`src/rtl/mem_port_arbiter.sv`:
```
// Shares one memory command port between a buffered capture write stream and a readback requester.
// Define ARB_STARVE_GUARD_EN to build the read starvation guard; otherwise writes have strict priority.
module mem_port_arbiter #(
  parameter int PACKET_WIDTH = 32,
  parameter int FIFO_DEPTH   = 8,
  parameter int STARVE_LIMIT = 16
) (
  input  logic                    clk,
  input  logic                    reset,
  input  logic                    wr_valid,
  input  logic [PACKET_WIDTH-1:0] wr_data,
  input  logic [26:0]             wr_addr,
  input  logic                    rd_req,
  input  logic [26:0]             rd_addr,
  output logic                    rd_grant,
  output logic                    mem_cmd_valid,
  input  logic                    mem_cmd_ready,
  output logic                    mem_cmd_we,
  output logic [26:0]             mem_cmd_addr,
  output logic [PACKET_WIDTH-1:0] mem_cmd_data,
  output logic [7:0]              fifo_level,
  output logic                    wr_overflow,
  output logic                    busy
);

  localparam int AW = $clog2(FIFO_DEPTH);
  localparam int PW = AW + 1;

  typedef enum logic [1:0] {
    IDLE,
    WRITE,
    READ
  } state_e;

  state_e                  state_q;
  logic                    cmd_valid_q;
  logic                    cmd_we_q;
  logic [26:0]             cmd_addr_q;
  logic [PACKET_WIDTH-1:0] cmd_data_q;
  logic                    grant_q;
  logic                    ovf_q;

  logic                    stg_valid_q;
  logic [26:0]             stg_addr_q;
  logic [PACKET_WIDTH-1:0] stg_data_q;

  logic [PW-1:0]           wptr_q;
  logic [PW-1:0]           rptr_q;
  logic [PW-1:0]           count;
  logic [26:0]             addr_mem [FIFO_DEPTH];
  logic [PACKET_WIDTH-1:0] data_mem [FIFO_DEPTH];

  logic empty;
  logic full;
  logic pop;
  logic push;
  logic drop;
  logic read_ok;
  logic forced;

  assign count = wptr_q - rptr_q;
  assign empty = (count == '0);
  assign full  = (count == PW'(FIFO_DEPTH));
  assign pop   = (state_q == WRITE) && cmd_valid_q && mem_cmd_ready;
  assign push  = stg_valid_q && (!full || pop);
  assign drop  = stg_valid_q && full && !pop;

  // Grant is registered one cycle after acceptance; while it is high the
  // requester may still hold rd_req, so that cycle must not start a read.
  assign read_ok = rd_req && !grant_q;

`ifdef ARB_STARVE_GUARD_EN
  logic [7:0] starve_q;

  assign forced = read_ok && (starve_q >= 8'(STARVE_LIMIT));

  always_ff @(posedge clk) begin
    if (reset) begin
      starve_q <= '0;
    end else if (!rd_req || grant_q) begin
      starve_q <= '0;
    end else if (starve_q < 8'(STARVE_LIMIT)) begin
      starve_q <= starve_q + 8'd1;
    end
  end
`else
  assign forced = 1'b0;
`endif

  always_ff @(posedge clk) begin
    if (push) begin
      addr_mem[wptr_q[AW-1:0]] <= stg_addr_q;
      data_mem[wptr_q[AW-1:0]] <= stg_data_q;
    end
  end

  // Capture packets land in a staging register and enter the FIFO one edge later.
  always_ff @(posedge clk) begin
    if (reset) begin
      stg_valid_q <= 1'b0;
      stg_addr_q  <= '0;
      stg_data_q  <= '0;
      wptr_q      <= '0;
      rptr_q      <= '0;
      ovf_q       <= 1'b0;
    end else begin
      stg_valid_q <= wr_valid;
      stg_addr_q  <= wr_addr;
      stg_data_q  <= wr_data;
      if (push) wptr_q <= wptr_q + PW'(1);
      if (pop)  rptr_q <= rptr_q + PW'(1);
      if (drop) ovf_q  <= 1'b1;
    end
  end

  always_ff @(posedge clk) begin
    if (reset) begin
      state_q     <= IDLE;
      cmd_valid_q <= 1'b0;
      cmd_we_q    <= 1'b0;
      cmd_addr_q  <= '0;
      cmd_data_q  <= '0;
      grant_q     <= 1'b0;
    end else begin
      grant_q <= 1'b0;
      unique case (state_q)
        IDLE: begin
          if (!empty && !forced) begin
            state_q     <= WRITE;
            cmd_valid_q <= 1'b1;
            cmd_we_q    <= 1'b1;
            cmd_addr_q  <= addr_mem[rptr_q[AW-1:0]];
            cmd_data_q  <= data_mem[rptr_q[AW-1:0]];
          end else if (read_ok) begin
            state_q     <= READ;
            cmd_valid_q <= 1'b1;
            cmd_we_q    <= 1'b0;
            cmd_addr_q  <= rd_addr;
            cmd_data_q  <= '0;
          end
        end
        WRITE: begin
          if (mem_cmd_ready) begin
            state_q     <= IDLE;
            cmd_valid_q <= 1'b0;
            cmd_we_q    <= 1'b0;
          end
        end
        READ: begin
          if (mem_cmd_ready) begin
            state_q     <= IDLE;
            cmd_valid_q <= 1'b0;
            grant_q     <= 1'b1;
          end
        end
        default: begin
          state_q     <= IDLE;
          cmd_valid_q <= 1'b0;
          cmd_we_q    <= 1'b0;
        end
      endcase
    end
  end

  assign rd_grant      = grant_q;
  assign mem_cmd_valid = cmd_valid_q;
  assign mem_cmd_we    = cmd_we_q;
  assign mem_cmd_addr  = cmd_addr_q;
  assign mem_cmd_data  = cmd_data_q;
  assign fifo_level    = 8'(count);
  assign wr_overflow   = ovf_q;
  assign busy          = (state_q != IDLE) || !empty;

endmodule

```
`config.mk`:
```
export PLATFORM = sky130hd
export DESIGN_NAME = mem_port_arbiter
export DESIGN_NICKNAME = d
export VERILOG_FILES = /design/src/rtl/mem_port_arbiter.sv
export SDC_FILE = /design/constraint.sdc
export NUM_CORES = 1
export LEC_CHECK = 0
export CORE_MARGIN = 2
export CORE_UTILIZATION = 41
export DETAILED_ROUTE_END_ITERATION = 8
export DONT_BUFFER_PORTS = 1
export PLACE_DENSITY = 0.66
export SYNTH_ARGS = -nofsm -noshare
export SYNTH_HDL_FRONTEND = slang
export SYNTH_SLANG_ARGS = --single-unit
```
`constraint.sdc`:
```
create_clock -name clk -period 9.6 [get_ports clk]
set_clock_uncertainty 0.15 [all_clocks]
set_input_delay 0.96 -clock clk [delete_from_list [all_inputs] [get_ports clk]]
set_output_delay 0.96 -clock clk [all_outputs]
set_load 0.02 [all_outputs]
```
* Word level (Yosys, flattened, before mapping)
Memory sizes are Yosys's and may differ from the RTL's. A register that Yosys moved wholly into a read port is not among the register bits.
Cells that the tools add are included.
** Word-level totals
- Register bits :: 133
- RAM bits :: 472
- Output and inout bits :: 72
- Word-level logic and storage cells :: 67
- Memories kept :: 2
** Memories
- data_mem :: words 8, width 32, read ports 1, clocked after Yosys merged registers in 1, write ports 1, line 51 : logic [PACKET_WIDTH-1:0] data_mem [FIFO_DEPTH];
- addr_mem :: words 8, width 27, read ports 1, clocked after Yosys merged registers in 1, write ports 1, line 50 : logic [26:0] addr_mem [FIFO_DEPTH];
** Cells by class
- $add $sub $neg :: 3
- Eq/ne operators :: 7
- Mux-type cells :: 22
- Bitwise gates (word level) :: 1
- Reduce and logical (&&, ||, !) cells :: 20
** Operator list (count)
- 32-bit two-way mux :: 2
- 27-bit two-way mux :: 2
- 3-bit two-way mux :: 4
- 4-bit by 1-bit adder with 4-bit output (second input constant) :: 2
- 1-bit two-way mux :: 8
- 1-bit logical AND :: 6
- 2-bit two-way mux :: 3
- 4-bit == test (second input constant) :: 1
- 1-bit zero test :: 4
- 4-bit zero test :: 1
- 2-bit by 1-bit != test with 1-bit output (second input constant) :: 2
- 2-bit case mux with 2 select lines :: 1
- 2-bit AND reduction :: 2
- 2-bit OR reduction :: 2
- 4-bit subtractor :: 1
- 3-bit != test (second input constant) :: 1
- 1-bit case mux with 3 select lines :: 1
- 3-bit AND reduction :: 1
- 2-bit by 1-bit == test with 1-bit output (second input constant) :: 1
- 2-bit == test (second input constant) :: 1
- 2-bit zero test :: 1
- 1-bit logical OR :: 2
- 2-bit != test (second input constant) :: 1
- 1-bit case mux with 2 select lines :: 1
- other kinds (2) :: 2

* Depth between registers and ports, before layout
- Depth in word-level cells :: 7
- Depth in mapped cells :: 11
- Gate-level depth less buffers :: 9

* Least setup slack after synthesis
Ideal clock, no wire load.
- Path type :: reg2reg
- From :: register wptr_q[0]
- To :: memory addr_mem[2][0], enable pin
- Setup time :: 643 ps
- Data arrival time :: 8110 ps
- Data required time :: 8807 ps
- Slack :: 696 ps
- Stages on the path, launching flop included :: 10
- Path buffers :: 1
- Cells stage by stage :: dfxtp_1 inv_1 ha_1 inv_1 fa_1 xor2_2 nor3_4 a41o_1 buf_2 nor4b_1
** On the way
- Longest elaborated chain between the ends :: 7
** Ends and longest elaborated chain
- start: declaration :: line 47 : logic [PW-1:0] wptr_q;
- start signal: assignment :: line 110 : if (push) wptr_q <= wptr_q + PW'(1);
- 4-bit subtractor :: line 61 : assign count = wptr_q - rptr_q;
- via fifo_level[2] :: line 21 : output logic [7:0] fifo_level,
- 4-bit == test :: line 63 : assign full = (count == PW'(FIFO_DEPTH));
- 1-bit zero test :: line 65 : assign push = stg_valid_q && (!full || pop);
- 1-bit logical OR :: line 65
- 1-bit logical AND :: line 65
- 1-bit two-way mux :: line 91 : if (push) begin
- 1-bit two-way mux (implied by the code) :: line 92 : addr_mem[wptr_q[AW-1:0]] <= stg_addr_q;
- end: declaration :: line 50
The timed path passes the listed nets, and every way through them passes these cells.

* Worst setup path after layout
- From :: register wptr_q[0]
- To :: register wptr_q[3]
** On the way
- Longest elaborated chain between the ends :: 5
- Elaborated cells between the ends (all ways) :: 6
- Those cells by class :: add/sub (2); eq/ne (1); reduce/logical (3)
** Ends and longest elaborated chain (line)
- 4-bit subtractor :: 61
- via fifo_level[2] :: 21
- 4-bit == test :: 63
- 1-bit zero test :: 65
- 1-bit logical OR :: 65
- 1-bit logical AND :: 65
The timed path passes the listed nets, and every way through them passes these cells.
A chain may end at the register's enable or synchronous reset.

==> results.json <==
{
  "ys.flop_type": "edfxtp_1",
  "critical_path_class": "flip-flop to flip-flop",
  "hold_viol": 0,
  "io_pins": 163,
  "rsz0062_at_grt": "no",
  "dpl.hpwl_um": 23260,
  "fillCellCount": 4454,
  "setup_tns_ps": 0,
  "setup_viol": 0,
  "die_x_um": 238.6,
  "grt_first_pass_wirelength_um": 64600,
  "synthCells": 1176,
  "vias_per_cell": 5.263,
  "async_flop_share": 0,
  "multi_input_area_um2": 5283,
  "post-route-min-period_ps": 4017,
  "die_area_um2": 56910,
  "pwr_density_cell_nw_per_um2": 223.7,
  "design.core.area_um2": 54130,
  "cts_buffers": 59,
  "setup_slack_ps": 5583,
  "globalplace.congestion": 0.7183,
  "clk_pin_slew_ps": 60,
  "htreeDepth": 2,
  "grt.total_usage": 0.1510,
  "cts.repair.resized": 0,
  "power_leakage_nw": 7.904,
  "antenna_found_initial": 3,
  "drtAntennaViolNets": 0,
  "finalCritPeriodShare": 0.4185,
  "status": "finished, final reports clean",
  "finalNetCount": 1288,
  "first_iter_violations": 658,
  "ff_latch_area_um2": 16910,
  "layout-area-overhead-vs-synth_pct": 11.08,
  "port-buffer-count": 0,
  "vias": 10180,
  "drc_errors": 0,
  "overflow": 0,
  "slew_violations": 0,
  "cp.required_ps": 9950,
  "avgSynthCellArea_um2": 19.18,
  "synth-warning-count": 0,
  "clock_sinks": 608,
  "cts_hold_buf": 0,
  "max_freq_mhz": 248.9,
  "grt_pass1_vias": 10700,
  "crit_arrival_ps": 4370,
  "path_max_fanout": 60,
  "dr.pass1.iters": 5,
  "drv_cap": 0,
  "final_common_cell": "edfxtp_1",
  "yosysSeqAreaShare": 0.7491,
  "hold_class": "primary input to flip-flop",
  "row_count": 85,
  "wirelength_um": 42520,
  "cts_tree": "built",
  "cts_setup_buffers": 0,
  "synth-edff-count": 472,
  "clock_latency_ps": 630,
  "netlist-cell-type-count": 46,
  "worst_pin_slew_ps": 999.5,
  "drive_gt1_frac": 0.2070,
  "wl_per_cell_um": 21.99,
  "die_y_um": 238.6,
  "syn_area_um2": 22560,
  "synth_seq_cells": 608,
  "start_kind": "flip-flop",
  "post-place-ws_ps": 5578,
  "maxSlewHeadroom": 0.3336,
  "clockBufferDepth": 3,
  "endpoint_kind": "flip-flop",
  "cts-root-buf": "clkbuf_16",
  "ir_drop_v": 0.0001410,
  "initial_core_util": 0.4167,
  "grt_max_degree": 80,
  "layout_common_cells": "edfxtp_1 (472), dfxtp_1 (133), mux4_2 (118)"
}
==> synthesized netlist by cell type (2+ instances only) <==
cell type | n | share of area
edfxtp_1 | 472 | 0.63
dfxtp_1 | 136 | 0.12
mux4_2 | 118 | 0.12
nand2_1 | 91 | 0.015
nor2b_1 | 62 | 0.017
mux2i_1 | 61 | 0.027
o21ai_1 | 45 | 0.010
clkbuf_1 | 24 | 0.0040
o21ai_0 | 19 | 0.0042
mux2_4 | 18 | 0.012
buf_6 | 16 | 0.0080
inv_1 | 13 | 0.0022
nor2_1 | 13 | 0.0022
buf_2 | 11 | 0.0024
mux2_1 | 10 | 0.0050
buf_4 | 9 | 0.0030
ha_1 | 8 | 0.0044
a21oi_1 | 5 | 0.0011
buf_1 | 4 | 0.00067
nand3_1 | 4 | 0.00089
nor4_1 | 4 | 0.0011
xnor2_1 | 3 | 0.0012
a41o_1 | 2 | 0.00089
nand2b_1 | 2 | 0.00055
nand4_1 | 2 | 0.00055
nor4b_1 | 2 | 0.00078
or3_1 | 2 | 0.00055
xor2_1 | 2 | 0.00078
==> cells by family (layout without fill, tap and decap cells) <==
kind of cell | count (synthesis) | count (layout) | synth area share
xor+xnor | 6 | 6 | 0.002663
fa+ha+maj | 9 | 9 | 0.005325
buf+inv | 78 | 136 | 0.02047
simple gates | 188 | 188 | 0.04149
other cells | 1 | 5 | 0.0001662
mux | 207 | 207 | 0.1619
compound gates | 79 | 79 | 0.01897
flops | 608 | 608 | 0.7491
==> worst max-delay path, stage by stage (launching register included) <==
cell	delay [ps]
dfxtp_1	380
inv_1	290
ha_1	250
inv_1	60
fa_1	400
xor2_2	390
nor3_4	90
a41o_1	460
nor3_4	230
buf_4	790
mux2_1	380
==> metrics by stage <==
stage            util  cells  cell area (um^2)  power, W  hold WS (ps)
6_report       0.4628   1934             25060  0.005605         263.5
5_1_grt        0.4628   1933             25050  0.005817         239.9
4_1_cts        0.4628   1933             25050  0.005674         224.7
3_5_place_dp   0.4287   1823             23210  0.003498         366.8
3_3_place_gp   0.4287   1823             23210  0.003482         355.1
2_1_floorplan       -   1179             22570  0.003402         344.2
==> area by class of cell <==
class                      count  area share
sequential                   608      0.6748
multi-input combinational    493      0.2108
clock buffer                  78     0.06422
tap                          696     0.03476
clock inverter                32    0.009438
timing repair buffer          13    0.003895
inverter                      13    0.001948
antenna                        1  0.00009988
==> metal layers <==
layer | up-vias | GRT usage | wire length (um)
met5 | - | 0 | 0
met4 | 0 | 0.04735 | 900
met3 | 63 | 0.02552 | 2183
met2 | 293 | 0.2574 | 21040
met1 | 5223 | 0.1986 | 18400
li1 | 4599 | - | -
==> sequential cells by signal, summed over array words and instances (netlist names), 2 cells and up, named ones only <==
name,flops
mem_cmd_data,32
addr_mem,216
state_q,2
wptr_q,4
stg_addr_q,27
data_mem,256
mem_cmd_addr,27
stg_data_q,32
rptr_q,4
==> path summary, 6_finish.rpt <==
| path | from | end | slack, ps | depth (start not counted) |
|---|---|---|---|---|
| setup / recovery | wptr_q[0]$_SDFFE_PP0P_ | wptr_q[3]$_SDFFE_PP0P_ | 5580 | 10 |
| hold / removal | reset | stg_valid_q$_SDFF_PP0_ | 260 | 1 |
| setup reg to reg | wptr_q[0]$_SDFFE_PP0P_ | wptr_q[3]$_SDFFE_PP0P_ | 5580 | 10 |
| hold reg to reg | rptr_q[3]$_SDFFE_PP0N_ | rptr_q[3]$_SDFFE_PP0N_ | 380 | 2 |
==> power by group <==
part | leakage [nW] | switching [W] | internal, W
clock | 0.903 | 0.000967 | 0.00121
combinational | 1.54 | 0.000192 | 0.000141
sequential | 5.46 | 0.000154 | 0.00294
total | 7.90 | 0.00131 | 0.00429
Note: power is estimated with default switching activity, not from simulation.
